--- src/rtl/mem_burst_accessor_if.sv ---
// Bundle of CPU request/response and byte-bus signals for mem_burst_accessor.
// The slave modport is the accessor's view. The master modport is the CPU and memory side.
interface mem_burst_accessor_if #(
  parameter int ADDR_WIDTH = 16,
  parameter int WORD_BYTES = 4,
  parameter int CNT_W      = $clog2(WORD_BYTES + 1)
);
  logic                    req_valid;
  logic                    req_ready;
  logic                    req_write;
  logic [ADDR_WIDTH-1:0]   req_address;
  logic [CNT_W-1:0]        req_bytes;
  logic [8*WORD_BYTES-1:0] req_wdata;
  logic                    resp_valid;
  logic [8*WORD_BYTES-1:0] resp_rdata;
  logic                    resp_error;
  logic                    ready;
  logic [ADDR_WIDTH-1:0]   address;
  logic                    read;
  logic [7:0]              read_value;
  logic                    write;
  logic [7:0]              write_value;

  modport slave (
    input  req_valid, req_write, req_address, req_bytes, req_wdata, ready, read_value,
    output req_ready, resp_valid, resp_rdata, resp_error, address, read, write, write_value
  );

  modport master (
    output req_valid, req_write, req_address, req_bytes, req_wdata, ready, read_value,
    input  req_ready, resp_valid, resp_rdata, resp_error, address, read, write, write_value
  );
endinterface

--- src/rtl/mem_burst_accessor.sv ---
// Serialises one 1..WORD_BYTES CPU access into little-endian byte transactions,
// with a per-byte ready timeout.
//
//   state     | meaning
//   ST_IDLE   | waiting for a request, req_ready=1
//   ST_ACCESS | byte idx presented on the bus, waiting for ready
//   ST_RESP   | one-cycle resp_valid pulse
module mem_burst_accessor #(
  parameter int ADDR_WIDTH     = 16,
  parameter int WORD_BYTES     = 4,
  parameter int TIMEOUT_CYCLES = 255,
  parameter int CNT_W          = $clog2(WORD_BYTES + 1)
) (
  input  logic                 clock,
  input  logic                 reset,
  mem_burst_accessor_if.slave  bus
);
  localparam int IDX_W = (WORD_BYTES > 1) ? $clog2(WORD_BYTES) : 1;
  localparam int TO_W  = (TIMEOUT_CYCLES > 0) ? $clog2(TIMEOUT_CYCLES + 1) : 1;
  localparam logic [CNT_W-1:0] MAX_CNT = CNT_W'(WORD_BYTES);
  localparam logic [TO_W-1:0]  TO_LAST = TO_W'((TIMEOUT_CYCLES > 0) ? TIMEOUT_CYCLES - 1 : 0);

  localparam logic [1:0] ST_IDLE   = 2'd0;
  localparam logic [1:0] ST_ACCESS = 2'd1;
  localparam logic [1:0] ST_RESP   = 2'd2;

  logic [1:0]              state_q;
  logic                    wflag_q;
  logic [ADDR_WIDTH-1:0]   base_q;
  logic [CNT_W-1:0]        cnt_q;
  logic [8*WORD_BYTES-1:0] wdata_q;
  logic [IDX_W-1:0]        idx_q;
  logic [TO_W-1:0]         wait_q;
  logic [8*WORD_BYTES-1:0] rdata_q;
  logic [ADDR_WIDTH-1:0]   address_q;
  logic                    read_q;
  logic                    write_q;
  logic [7:0]              wvalue_q;
  logic                    resp_valid_q;
  logic                    resp_error_q;

  logic [IDX_W-1:0] idx_nxt;
  logic             last_byte;
  logic             timed_out;
  logic             count_ok;

  always_comb begin
    idx_nxt   = idx_q + IDX_W'(1);
    last_byte = (CNT_W'(idx_q) == (cnt_q - CNT_W'(1)));
    timed_out = (TIMEOUT_CYCLES > 0) && (wait_q == TO_LAST);
    count_ok  = (bus.req_bytes != '0) && (bus.req_bytes <= MAX_CNT);
  end

  always_ff @(posedge clock) begin
    if (reset) begin
      state_q      <= ST_IDLE;
      wflag_q      <= 1'b0;
      base_q       <= '0;
      cnt_q        <= '0;
      wdata_q      <= '0;
      idx_q        <= '0;
      wait_q       <= '0;
      rdata_q      <= '0;
      address_q    <= '0;
      read_q       <= 1'b0;
      write_q      <= 1'b0;
      wvalue_q     <= '0;
      resp_valid_q <= 1'b0;
      resp_error_q <= 1'b0;
    end else begin
      case (state_q)
        ST_IDLE: begin
          if (bus.req_valid) begin
            wflag_q <= bus.req_write;
            base_q  <= bus.req_address;
            cnt_q   <= bus.req_bytes;
            wdata_q <= bus.req_wdata;
            idx_q   <= '0;
            wait_q  <= '0;
            rdata_q <= '0;
            if (count_ok) begin
              state_q   <= ST_ACCESS;
              address_q <= bus.req_address;
              read_q    <= ~bus.req_write;
              write_q   <= bus.req_write;
              wvalue_q  <= bus.req_wdata[7:0];
            end else begin
              // Illegal count: answer with an error without touching the bus.
              state_q      <= ST_RESP;
              resp_valid_q <= 1'b1;
              resp_error_q <= 1'b1;
            end
          end
        end
        ST_ACCESS: begin
          if (bus.ready) begin
            wait_q <= '0;
            if (!wflag_q)
              rdata_q[{idx_q, 3'b000} +: 8] <= bus.read_value;
            if (last_byte) begin
              state_q      <= ST_RESP;
              read_q       <= 1'b0;
              write_q      <= 1'b0;
              resp_valid_q <= 1'b1;
              resp_error_q <= 1'b0;
            end else begin
              // Strobes stay high; only address and data advance.
              idx_q     <= idx_nxt;
              address_q <= base_q + ADDR_WIDTH'(idx_nxt);
              wvalue_q  <= wdata_q[{idx_nxt, 3'b000} +: 8];
            end
          end else if (timed_out) begin
            state_q      <= ST_RESP;
            read_q       <= 1'b0;
            write_q      <= 1'b0;
            resp_valid_q <= 1'b1;
            resp_error_q <= 1'b1;
          end else begin
            wait_q <= wait_q + TO_W'(1);
          end
        end
        ST_RESP: begin
          state_q      <= ST_IDLE;
          resp_valid_q <= 1'b0;
          resp_error_q <= 1'b0;
        end
        default: state_q <= ST_IDLE;
      endcase
    end
  end

  assign bus.req_ready   = (state_q == ST_IDLE);
  assign bus.resp_valid  = resp_valid_q;
  assign bus.resp_error  = resp_error_q;
  assign bus.resp_rdata  = rdata_q;
  assign bus.address     = address_q;
  assign bus.read        = read_q;
  assign bus.write       = write_q;
  assign bus.write_value = wvalue_q;
endmodule

--- src/flat_wrapper.sv ---
// flat-port wrapper written by rule: the top's interface ports become plain ports
module mem_burst_accessor_flat 
#(
  parameter int ADDR_WIDTH     = 16,
  parameter int WORD_BYTES     = 4,
  parameter int TIMEOUT_CYCLES = 255,
  parameter int CNT_W          = $clog2(WORD_BYTES + 1)
)
  (clock, reset, bus_req_valid, bus_req_write, bus_req_address, bus_req_bytes, bus_req_wdata, bus_ready, bus_read_value, bus_req_ready, bus_resp_valid, bus_resp_rdata, bus_resp_error, bus_address, bus_read, bus_write, bus_write_value);
  mem_burst_accessor_if #(.ADDR_WIDTH(ADDR_WIDTH), .WORD_BYTES(WORD_BYTES), .CNT_W(CNT_W)) bus_i ();
  input  logic clock;
  input  logic reset;
  input wire logic [$bits(bus_i.req_valid)-1:0] bus_req_valid;
  input wire logic [$bits(bus_i.req_write)-1:0] bus_req_write;
  input wire logic [$bits(bus_i.req_address)-1:0] bus_req_address;
  input wire logic [$bits(bus_i.req_bytes)-1:0] bus_req_bytes;
  input wire logic [$bits(bus_i.req_wdata)-1:0] bus_req_wdata;
  input wire logic [$bits(bus_i.ready)-1:0] bus_ready;
  input wire logic [$bits(bus_i.read_value)-1:0] bus_read_value;
  output wire logic [$bits(bus_i.req_ready)-1:0] bus_req_ready;
  output wire logic [$bits(bus_i.resp_valid)-1:0] bus_resp_valid;
  output wire logic [$bits(bus_i.resp_rdata)-1:0] bus_resp_rdata;
  output wire logic [$bits(bus_i.resp_error)-1:0] bus_resp_error;
  output wire logic [$bits(bus_i.address)-1:0] bus_address;
  output wire logic [$bits(bus_i.read)-1:0] bus_read;
  output wire logic [$bits(bus_i.write)-1:0] bus_write;
  output wire logic [$bits(bus_i.write_value)-1:0] bus_write_value;
  assign bus_i.req_valid = bus_req_valid;
  assign bus_i.req_write = bus_req_write;
  assign bus_i.req_address = bus_req_address;
  assign bus_i.req_bytes = bus_req_bytes;
  assign bus_i.req_wdata = bus_req_wdata;
  assign bus_i.ready = bus_ready;
  assign bus_i.read_value = bus_read_value;
  assign bus_req_ready = bus_i.req_ready;
  assign bus_resp_valid = bus_i.resp_valid;
  assign bus_resp_rdata = bus_i.resp_rdata;
  assign bus_resp_error = bus_i.resp_error;
  assign bus_address = bus_i.address;
  assign bus_read = bus_i.read;
  assign bus_write = bus_i.write;
  assign bus_write_value = bus_i.write_value;
  mem_burst_accessor #(.ADDR_WIDTH(ADDR_WIDTH), .WORD_BYTES(WORD_BYTES), .TIMEOUT_CYCLES(TIMEOUT_CYCLES), .CNT_W(CNT_W)) u_core (.clock(clock), .reset(reset), .bus(bus_i));
endmodule
--- config.mk ---
export PLATFORM = sky130hd
export DESIGN_NAME = mem_burst_accessor_flat
export DESIGN_NICKNAME = d
export VERILOG_FILES = /design/src/rtl/mem_burst_accessor_if.sv /design/src/rtl/mem_burst_accessor.sv /design/src/flat_wrapper.sv
export SDC_FILE = /design/constraint.sdc
export NUM_CORES = 1
export LEC_CHECK = 0
export ABC_AREA = 0
export CAP_MARGIN = 20
export CORE_UTILIZATION = 50
export CTS_BUF_LIST = sky130_fd_sc_hd__clkbuf_4
export DETAILED_ROUTE_END_ITERATION = 12
export PLACE_DENSITY_LB_ADDON = 0.15
export REMOVE_ABC_BUFFERS = 1
export SLEW_MARGIN = 20
export SYNTH_ARGS = -nofsm -noshare
export SYNTH_HDL_FRONTEND = slang
export SYNTH_SLANG_ARGS = --single-unit
--- constraint.sdc ---
create_clock -name clock -period 3.8 [get_ports clock]
set_input_delay 0.57 -clock clock [delete_from_list [all_inputs] [get_ports clock]]
set_output_delay 0.57 -clock clock [all_outputs]
set_load 0.02 [all_outputs]
Word-level counts from Yosys, hierarchy flattened:

Cells that the tools add are included.

* register bits: 124

* add/subtract/negate cells: 5
* magnitude comparators: 1
* equality and inequality tests: 13
* shifts and indexed selects: 3
* muxes and demuxes: 46
* bitwise operators: 1
* reductions and logical operators: 13

Operator list (number)
* $mux W32: 3
* $mux W16: 4
* $pmux W32 S2: 1
* $mux W8: 7
* $bwmux W32: 1
* $pmux W16 S2: 1
* $pmux W8 S2: 2
* $shift A8 B7 Y32 const A: 1
* $shiftx A32 B6 Y8: 1
* $shiftx A8 B7 Y32: 1
* $add A16 B2 Y16: 1
* $mux W2: 8
* $reduce_and A5 Y1: 3
* $mux W1: 13
* $ne A2 B2 Y1 const B: 5
* $add A8 B1 Y8 const B: 1
* $eq A8 B8 Y1 const B: 1
* $pmux W2 S2: 2
* $reduce_and A4 Y1: 2
* $neg A5 Y7: 1
* $ne A3 B2 Y1 const B: 2
* $pmux W1 S3: 2
* $reduce_and A3 Y1: 2
* $reduce_bool A3 Y1: 2
* 14 further kinds: 15

Longest topological paths before layout:

Gate-level depths: netlist of the first run.

* depth in word-level cells: 6
* depth in mapped cells: 10
* depth with buffers taken out: 7

Worst setup path after synthesis of the first run:

OpenSTA, ideal clock, no wires.

* path type: flip-flop to flip-flop
* start: register u_core.idx_q[0]
* end: register u_core.address_q[8] (netlist: u_core.bus.address[8])
* setup time: 0.072 ns
* arrival: 2.463 ns
* setup slack: 1.265 ns
* stages on the path, launching flop included: 10
* buffers on the path: 2
* period minus slack after synthesis: 2.535 ns
* path through: dfxtp_1 buf_4 buf_2 inv_1 ha_1 fa_1 nand3_2 or4_1 a311o_1 mux2i_1

* word-level cells in the longest chain between the ends: 5
* elaborated cells on any way between the ends: 8
* those cells by class: 2 x add/sub; 2 x eq/ne; 3 x mux; 1 x reduce/logical

RTL lines
* start: declaration: RTL line mem_burst_accessor.sv:32 `logic [IDX_W-1:0] idx_q;`
* start signal: assignment: RTL line mem_burst_accessor.sv:108 `idx_q <= idx_nxt;`
* $add A2 B1 Y2: RTL line mem_burst_accessor.sv:48 `idx_nxt = idx_q + IDX_W'(1);`
* $add A16 B2 Y16: RTL line mem_burst_accessor.sv:109 `address_q <= base_q + ADDR_WIDTH'(idx_nxt);`
* $mux W16: RTL line mem_burst_accessor.sv:100 `if (last_byte) begin`
* $mux W16: RTL line mem_burst_accessor.sv:96 `if (bus.ready) begin`
* $pmux W16 S2: RTL line mem_burst_accessor.sv:71 `case (state_q)`
* end signal: assignment: RTL line mem_burst_accessor.sv:83 `address_q <= bus.req_address;`
* end signal: assignment: RTL line mem_burst_accessor.sv:109
* end: declaration: RTL line mem_burst_accessor.sv:35 `logic [ADDR_WIDTH-1:0] address_q;`

Parallel ways exist; a longest one is shown, timed or not. The select of a mux whose other input is x is not followed.
A chain may end at the register's enable or synchronous reset.

Worst setup path after layout of the first run:

* start: register u_core.state_q[0]
* end: output bus_req_ready

* word-level cells in the longest chain between the ends: 1

RTL lines
* start: declaration: RTL line mem_burst_accessor.sv:27 `logic [1:0] state_q;`
* start signal: assignment: RTL line mem_burst_accessor.sv:56 `state_q <= ST_IDLE;`
* start signal: assignment: RTL line mem_burst_accessor.sv:82 `state_q <= ST_ACCESS;`
* start signal: assignment: RTL line mem_burst_accessor.sv:89 `state_q <= ST_RESP;`
* $logic_not A2 Y1: RTL line mem_burst_accessor.sv:132 `assign bus.req_ready = (state_q == ST_IDLE);`
* end: declaration: RTL line flat_wrapper.sv:20 `output wire logic [$bits(bus_i.req_ready)-1:0] bus_req_ready;`

Every way passes these cells.

==> qor.txt, run 1 <==
Grt ovf: 0
CTS Sinks: 124
Crit start category: flop
Final Worst Setup Slack: 1.13 ns
IO buf count: 124
CORE AREA: 11500 um2
Pwr Total: 3680 uW
Clock share of power: 21.7%
Drt initial violations: 396
Synth cell types: 59
Routed vias: 5485
Sequential share of the synthesized area: 41.9%
Ant. Diodes: 0
Net Sw Power: 1330 uW
Period utilization: 70.2%
CP max stage cell: clkdlybuf4s50_1
Largest net degree at the start of global routing: 58
Register bit total from synthesis: 124
RSZ-0062 raised after global routing: no
CTS root buf: clkbuf_4
Total CTS buffers: 17
Achievable Freq: 0.375 GHz
DRC Markers: 0
Main synth FF type: dfxtp_1
Via density per instance: 5.61
Maxcap violations: 0
Io pins: 125
Core Rows: 39
Clock transition at path regs: 0.10 ns
Fin nets: 898
CP required: 3.23 ns
Setup bufs post-CTS: 0
Gr usage total: 25.5%
Fin crit period: 2.67 ns
P_leak: 0.00259 uW
Core Util, Final: 64.9%
Cell Area, Synth: 5930 um2
Die Span Y: 111 um
Die width: 111 um
Starting density of the core: 51.7%
Pre-antenna DRT Iters: 6
Share of layout cells above drive strength 1: 8.75%
Htree depth: 4
Die area: 12300 um2
Placer congestion estimate: 0.795
Post-detail-place hpwl: 10500 um
Clock Latency Late Sink: 0.53 ns
Top cells by area, synth: dfxtp_1 (42%), nand2_1 (10%), a21oi_1 (9.0%)
Fin. max-slew vios: 0
Post-cts sizing count: 0
Warnings, synthesis: 0
Int Pwr: 2350 uW
Hold Path Class: reg -> reg
Setup violations, final: 0
Max-slew headroom: 33.3%
Final Instance Area: 7450 um2
Hold_buf cts: 0
Switching part of the total: 36.1%
Avg Cell Area, Syn: 8.32 um2
Most common cell after layout, fill and taps aside: nand2_1
CTS tree: built
Setup tns final: 0 ns
Hold Violations, Final: 0
Comb power frac: 35.7%
Top cell type by total area after synthesis: dfxtp_1
Max rail drop VDD: 458 uV
Worst Path Class, Setup: reg -> out
DP Area: 7220 um2
Final Skew: 0.0133 ns
Critical path arrival: 2.10 ns
Clock Path Buffers: 2
Worst-margin pin slew: 0.997 ns
CP peak stage delay: 0.72 ns
Vias in the first global route: 5224
First-pass GRT wire length: 25300 um
Asr flop ratio synth: 0%
Dpl ws: 1.11 ns
Wirelength, routed: 15400 um
EDFF count, synth: 0
Initial antenna violation count: 0
Critical path, cell by cell: inv_1 > ha_1 > clkdlybuf4s50_1
ANT nets after route: 0
Seq pwr share: 42.7%
Status: complete, no violations
Post-synth top area share: 41.9%
Avg WL per Cell: 15.7 um
Most frequent cells in the layout: nand2_1 (164), dfxtp_1 (124), clkdlybuf4s50_1 (123)
Cells after Synth: 712
Crit end category: output pin
Critical path peak fanout: 12
Power density over cell area: 494 nW/um2
Area Growth Syn to Fin: 25.7%
[cells by family (layout without fill, tap and decap cells)]
| family | after synthesis | count (layout) | synth area share (%) |
|---|---|---|---|
| xor+xnor | 5 | 5 | 0.739 |
| simple gates | 304 | 304 | 24.5 |
| compound gates | 158 | 158 | 15.9 |
| fa+ha+maj | 13 | 13 | 2.87 |
| mux | 44 | 44 | 9.44 |
| buf+inv | 64 | 186 | 4.71 |
| flops | 124 | 124 | 41.9 |
[synth_stat cells (all sizes together) (8+ instances only)]
| cell type | instances |
|---|---|
| nand2 | 165 |
| nand4 | 9 |
| nor4 | 8 |
| mux2 | 12 |
| clkbuf | 26 |
| mux2i | 24 |
| nand2b | 34 |
| inv | 21 |
| a21oi | 106 |
| mux4 | 8 |
| nor2 | 12 |
| o21ai | 18 |
| ha | 12 |
| dfxtp | 124 |
| buf | 17 |
| or3 | 9 |
| nand3 | 40 |
[metrics by stage]
| stage | hold slack, ns | cells |
|---|---|---|
| 2_1_floorplan | 0.427 | 669 |
| 6_report | 0.460 | 977 |
| 3_3_place_gp | 0.439 | 945 |
| 5_1_grt | 0.458 | 977 |
| 4_1_cts | 0.454 | 977 |
| 3_5_place_dp | 0.447 | 945 |
[worst max-delay path: cells and delay by family (launching register included)]
| kind | cells | cell delay (ns) |
|---|---|---|
| buffers and inverters | 2 | 0.80 |
| adders and majority gates | 1 | 0.43 |
| DFF | 1 | 0.35 |
[area by class of cell]
class	count	area [um2]
well taps	143	179
fillers	1004	4020
inverters	21	78.8
clock inverters	12	80.1
repair buffers	133	1310
clock buffers	20	150
flip-flops and latches	124	2480
multi-input cells	524	3170
[registers in the layout, indices dropped and copies added, names as in the netlist, 2 cells and up]
signal	flops
u_core.bus.resp_rdata	32
u_core.base_q	16
u_core.bus.address	16
u_core.wait_q	8
u_core.bus.write_value	8
u_core.state_q	2
u_core.cnt_q	3
u_core.wdata_q	32
u_core.idx_q	2
[path summary, 6_finish.rpt]
path / cells past startpoint / from / to / slack (ns)
worst min-delay path: 2 / u_core.wdata_q[0] / u_core.wdata_q[0] / 0.46
worst min register to register: 2 / u_core.wdata_q[0] / u_core.wdata_q[0] / 0.46
worst max register to register: 6 / u_core.state_q[1] / u_core.bus.address[0] / 1.20
worst max-delay path: 3 / u_core.state_q[0] / bus_req_ready / 1.13
[power groups by stage]
| stage | clock, uW | combinational (uW) | sequential [uW] |
|---|---|---|---|
| finish | 796 | 1310 | 1570 |
| global route | 876 | 1420 | 1590 |
| CTS | 810 | 1310 | 1570 |
| detailed placement | 0 | 1310 | 1600 |
| global placement | 0 | 1280 | 1590 |
| floorplan | 0 | 700 | 1680 |
[metal layers]
| layer | routed length, um | track usage (%) |
|---|---|---|
| met1 | 6780 | 31.1 |
| met2 | 7600 | 43.7 |
| met3 | 795 | 7.00 |
| met4 | 171 | 7.38 |
| met5 | 0 | 0 |
(Power assumes the default switching activity.)
==> run 2, diff against run 1 <==
- CORE_UTILIZATION: 50 -> 48
- clock period: 3.8 -> 2.4 ns (I/O delays scaled with it)
==> qor.txt, run 2 (synthesis results as in run 1) <==
Status: complete, no violations
Metal3 WL: 721 um (-9.3%)
Pre-antenna DRT Iters: 5 (-1)
Wirelength, routed: 15400 um (+0.27%)
Critical path peak fanout: 9 (-3)
Seq pwr share: 43.1% (+0.4 points)
Largest net degree at the start of global routing: 43 (-26%)
Top sig layer: met4
Die width: 113 um (+2.0%)
CTS root buf: clkbuf_4
Achievable Freq: 0.437 GHz
Htree depth: 4 (unchanged)
Starting density of the core: 49.3% (-2.3 points)
Net Sw Power: 2120 uW (+60%)
Core Rows: 40 (+2.6%)
CP max stage cell: or4_1
Dpl ws: 0.0592 ns (-1.05 ns)
Critical path, cell by cell: inv_1 > ha_1 > fa_2 > nand3_4 > or4_1 > a311o_1 > mux2i_1
Crit start category: flop
Crit end category: flop
Area Growth Syn to Fin: 27.8%
CP required: 2.87 ns (-0.36 ns)
CTS tree: built
Comb power frac: 37.2% (+1.5 points)
Final Skew: 0.0172 ns (+0.00390 ns)
Int Pwr: 3680 uW (+57%)
Gr usage total: 25.5% (+0.034 points)
Period utilization: 95.4%
Hold_buf cts: 0 (unchanged)
Clock Path Buffers: 2 (unchanged)
Io pins: 125 (unchanged)
Avg WL per Cell: 15.5 um (-1.6%)
Final Worst Setup Slack: 0.110 ns (-1.02 ns)
Total CTS buffers: 17 (unchanged)
Via density per instance: 5.49 (-2.2%)
CP delay by family, top: adder cells
Grt ovf: 0 (unchanged)
Die Span Y: 113 um (+2.0%)
Routed vias: 5466 (-0.35%)
Max rail drop VDD: 421 uV (-8.2%)
Clock share of power: 19.8% (-1.9 points)
Fin crit period: 2.29 ns
IO buf count: 124 (unchanged)
RSZ-0062 raised after global routing: no
Fin. max-slew vios: 0 (unchanged)
Final worst hold slack: 0.205 ns (-0.255 ns)
Hold Violations, Final: 0 (unchanged)
Most frequent cells in the layout: nand2_1 (164), dfxtp_1 (124), clkdlybuf4s50_1 (122)
CTS Sinks: 124 (unchanged)
Worst Path Class, Setup: reg -> reg
Metal-1 WL: 6930 um (+2.2%)
Most common cell after layout, fill and taps aside: nand2_1
Buf/Inv on CP: 1 (-1)
Worst-margin pin slew: 0.756 ns (-0.241 ns)
Max-slew headroom: 49.4% (+16 points)
CP peak stage delay: 0.50 ns (-0.22 ns)
First-pass GRT wire length: 25900 um (+2.5%)
Vias in the first global route: 5377 (+2.9%)
P_leak: 0.00266 uW (+2.9%)
Met2 routed WL: 7520 um (-1.1%)
CORE AREA: 12000 um2 (+4.7%)
Clock Latency Late Sink: 0.54 ns (about the same)
Maxcap violations: 0 (unchanged)
ANT nets after route: 0 (unchanged)
Power density over cell area: 766 nW/um2 (+55%)
Core Util, Final: 63.1% (-1.9 points)
Switching part of the total: 36.6% (+0.51 points)
Drt initial violations: 316 (-20%)
Placer congestion estimate: 0.814 (+2.3%)
DRC Markers: 0 (unchanged)
Initial antenna violation count: 0 (unchanged)
Post-detail-place hpwl: 11000 um (+4.7%)
Fin nets: 914 (+1.8%)
Critical path arrival: 2.76 ns (+0.66 ns)
Clock transition at path regs: 0.11 ns (about the same)
Die area: 12800 um2 (+4.1%)
Setup violations, final: 0 (unchanged)
Share of layout cells above drive strength 1: 10.8% (+2.1 points)
Hold Path Class: in -> reg
Ant. Diodes: 0 (unchanged)
==> run 2: cell type report <==
type                       instances  area, um2
fill                            1089       4440
multi-input combinational        524       3180
sequential                       124       2480
timing repair buffer             149       1440
tap                              147        184
clock buffer                      20        150
inverter                          21       78.8
clock inverter                    11       55.1
==> run 2: layer usage <==
metal | track usage, % | up-vias
li1 | - | 2735
met1 | 32.1 | 2578
met2 | 42.3 | 134
met3 | 6.43 | 19
met4 | 9.39 | 0
met5 | 0 | -
==> run 2: final timing paths <==
kind	endpoint	startpoint	slack [ns]	depth (start not counted)
worst max-delay path	u_core.bus.address[8]	u_core.idx_q[0]	0.11	7
worst min-delay path	u_core.base_q[0]	reset	0.21	2
worst max register to register	u_core.bus.address[8]	u_core.idx_q[0]	0.11	7
worst min register to register	u_core.wdata_q[30]	u_core.wdata_q[30]	0.46	2
==> run 2: what timing repair did <==
action | in CTS | in global routing
resized for setup | 1 | 3
gates cloned | 0 | 0
endpoints found under the setup margin | 1 | 2
setup buffers | 0 | 0
==> run 2: metrics by stage <==
step / total power, uW / setup TNS (ns) / instance area (um2) / cells
after global placement: 4630 / 0 / 7350 / 965
after CTS: 5840 / 0 / 7560 / 996
after floorplan: 3770 / -24.14 / 5730 / 669
after detailed placement: 4690 / 0 / 7350 / 965
final: 5800 / 0 / 7570 / 996
after global routing: 6140 / 0 / 7570 / 996
==> run 2: power groups by stage <==
stage	clock, uW	combinational, uW	sequential [uW]
floorplan	0	1110	2660
global placement	0	2100	2530
detailed placement	0	2150	2540
CTS	1180	2160	2500
global route	1280	2330	2530
finish	1150	2160	2500
==> run 3, diff against run 2 <==
- CORE_UTILIZATION: 48 -> 50
- DONT_BUFFER_PORTS: unset -> 1
==> qor.txt, run 3 (synthesis results as in run 1) <==
Die Span Y: 111 um (-2.0%)
Ant. Diodes: 0 (unchanged)
Most Crowded Layer GR: met2
Die area: 12300 um2 (-3.9%)
RSZ-0062 raised after global routing: no
Fin crit period: 2.28 ns (-0.0104 ns)
Via density per instance: 5.80 (+5.7%)
Achievable Freq: 0.439 GHz (+0.46%)
Routing usage on met3: 8.47% (+2.0 points)
Initial antenna violation count: 0 (unchanged)
Area of the multi-input gates: 3200 um2 (+0.39%)
Core Rows: 39 (-2.5%)
Power density over cell area: 814 nW/um2 (+6.3%)
Die width: 111 um (-2.0%)
Wirelength, routed: 15800 um (+2.8%)
P_leak: 0.00247 uW (-7.2%)
First-pass GRT wire length: 25500 um (-1.4%)
Period utilization: 95.0% (-0.43 points)
Area Growth Syn to Fin: 17.8%
Clock Latency Late Sink: 0.54 ns (about the same)
Largest net degree at the start of global routing: 96 (+120%)
Io pins: 125 (unchanged)
CTS Sinks: 124 (unchanged)
Most frequent cells in the layout: nand2_1 (164), dfxtp_1 (124), a21oi_1 (106)
Critical path, cell by cell: inv_1 > ha_1 > buf_4 > and2_2 > buf_4 > nand2_1 > a21oi_1 > dlygate4sd3_1
CP required: 2.90 ns (+0.03 ns)
Area taken by flip-flops and latches: 2480 um2 (unchanged)
Hold Violations, Final: 0 (unchanged)
Maxcap violations: 0 (unchanged)
Switching part of the total: 37.4% (+0.85 points)
Core Util, Final: 60.9% (-2.2 points)
Hold Path Class: in -> reg
Worst Path Class, Setup: reg -> reg
Max rail drop VDD: 543 uV (+29%)
Final Skew: 0.00858 ns (-0.00861 ns)
Met2 usage: 43.9% (+1.6 points)
Post-detail-place hpwl: 10100 um (-8.3%)
Placer congestion estimate: 0.841 (+3.3%)
CP delay by family, top: buffers and inverters
Max-slew headroom: 53.2% (+3.8 points)
CTS tree: built
CTS root buf: clkbuf_4
Fin. max-slew vios: 0 (unchanged)
Setup violations, final: 0 (unchanged)
Routed vias: 5373 (-1.7%)
Total CTS buffers: 17 (unchanged)
Htree depth: 4 (unchanged)
Crit start category: flop
Avg WL per Cell: 17.1 um (+11%)
Pwr Total: 5680 uW (-2.1%)
CP peak stage delay: 0.56 ns (+0.06 ns)
CORE AREA: 11500 um2 (-4.5%)
Clock Path Buffers: 2 (unchanged)
IO buf count: 0 (-100%)
Gr usage total: 26.1% (+0.60 points)
Clock transition at path regs: 0.10 ns (about the same)
Net Sw Power: 2130 uW (+0.22%)
Critical path peak fanout: 33 (+24)
Buf/Inv on CP: 4 (+3)
Status: complete, no violations
Share of layout cells above drive strength 1: 10.9% (+0.019 points)
Met1 usage: 30.7% (-1.4 points)
Comb power frac: 30.4% (-6.8 points)
Seq pwr share: 47.1% (+4.0 points)
Fin nets: 847 (-7.3%)
Vias in the first global route: 5245 (-2.5%)
Most common cell after layout, fill and taps aside: nand2_1
Cell mode on critical path: buf_4
Starting density of the core: 51.7% (+2.3 points)
DRC Markers: 0 (unchanged)
Grt ovf: 0 (unchanged)
Critical path arrival: 2.78 ns (+0.02 ns)
Pre-antenna DRT Iters: 5 (unchanged)
Clock share of power: 22.5% (+2.7 points)
ANT nets after route: 0 (unchanged)
Worst-margin pin slew: 0.699 ns (-0.0579 ns)
CP max stage cell: dlygate4sd3_1
Int Pwr: 3560 uW (-3.4%)
Fill count: 1024 (-6.0%)
Crit end category: flop
Drt initial violations: 333 (+5.4%)
==> run 3: layout make-up <==
class | count | share of cell area [%]
multi-input combinational | 524 | 45.8
sequential | 124 | 35.6
timing repair buffer | 82 | 11.7
tap | 143 | 2.56
clock buffer | 20 | 2.15
clock inverter | 12 | 1.15
inverter | 21 | 1.13
==> run 3: path summary, 6_finish.rpt <==
check | startpoint | endpoint | slack (ns) | cells after the start
max | u_core.state_q[0] | u_core.base_q[13] | 0.12 | 8
min | bus_req_address[5] | u_core.bus.address[5] | 0.04 | 2
max reg2reg | u_core.state_q[0] | u_core.base_q[13] | 0.12 | 8
min reg2reg | u_core.wdata_q[16] | u_core.wdata_q[16] | 0.46 | 2
==> run 3: what timing repair did <==
action,CTS,global route
hold buffers,62,0
buffers inserted,0,0
endpoints found under the setup margin,0,3
endpoints found under the hold margin,96,0
resized for setup,0,3
==> run 3: power groups by stage <==
stage	registers, uW	logic [uW]	clock network, uW
after floorplan	2660	1110	0
after global placement	2710	1530	0
after detailed placement	2720	1570	0
after CTS	2670	1700	1310
after global routing	2710	1880	1410
final	2680	1730	1280
==> run 3: metal layers <==
layer,part of all wire (%),routed length (um),vias up
met5,0,0,-
met1,43,6770,2540
met3,6.8,1080,35
met4,2.4,377,0
met2,48,7610,180
li1,-,-,2618
==> run 3: metrics by stage <==
stage	instance area (um2)	hold slack (ns)	setup TNS (ns)	instances	worst slack, ns
after floorplan	5730	0.427	-24.14	669	-0.574
after global placement	6090	0.433	0	832	0.224
after detailed placement	6090	0.439	0	832	0.158
after CTS	6960	0.00160	0	926	0.0985
after global routing	6980	0.00794	0	926	0.0115
final	6980	0.0369	0	926	0.120
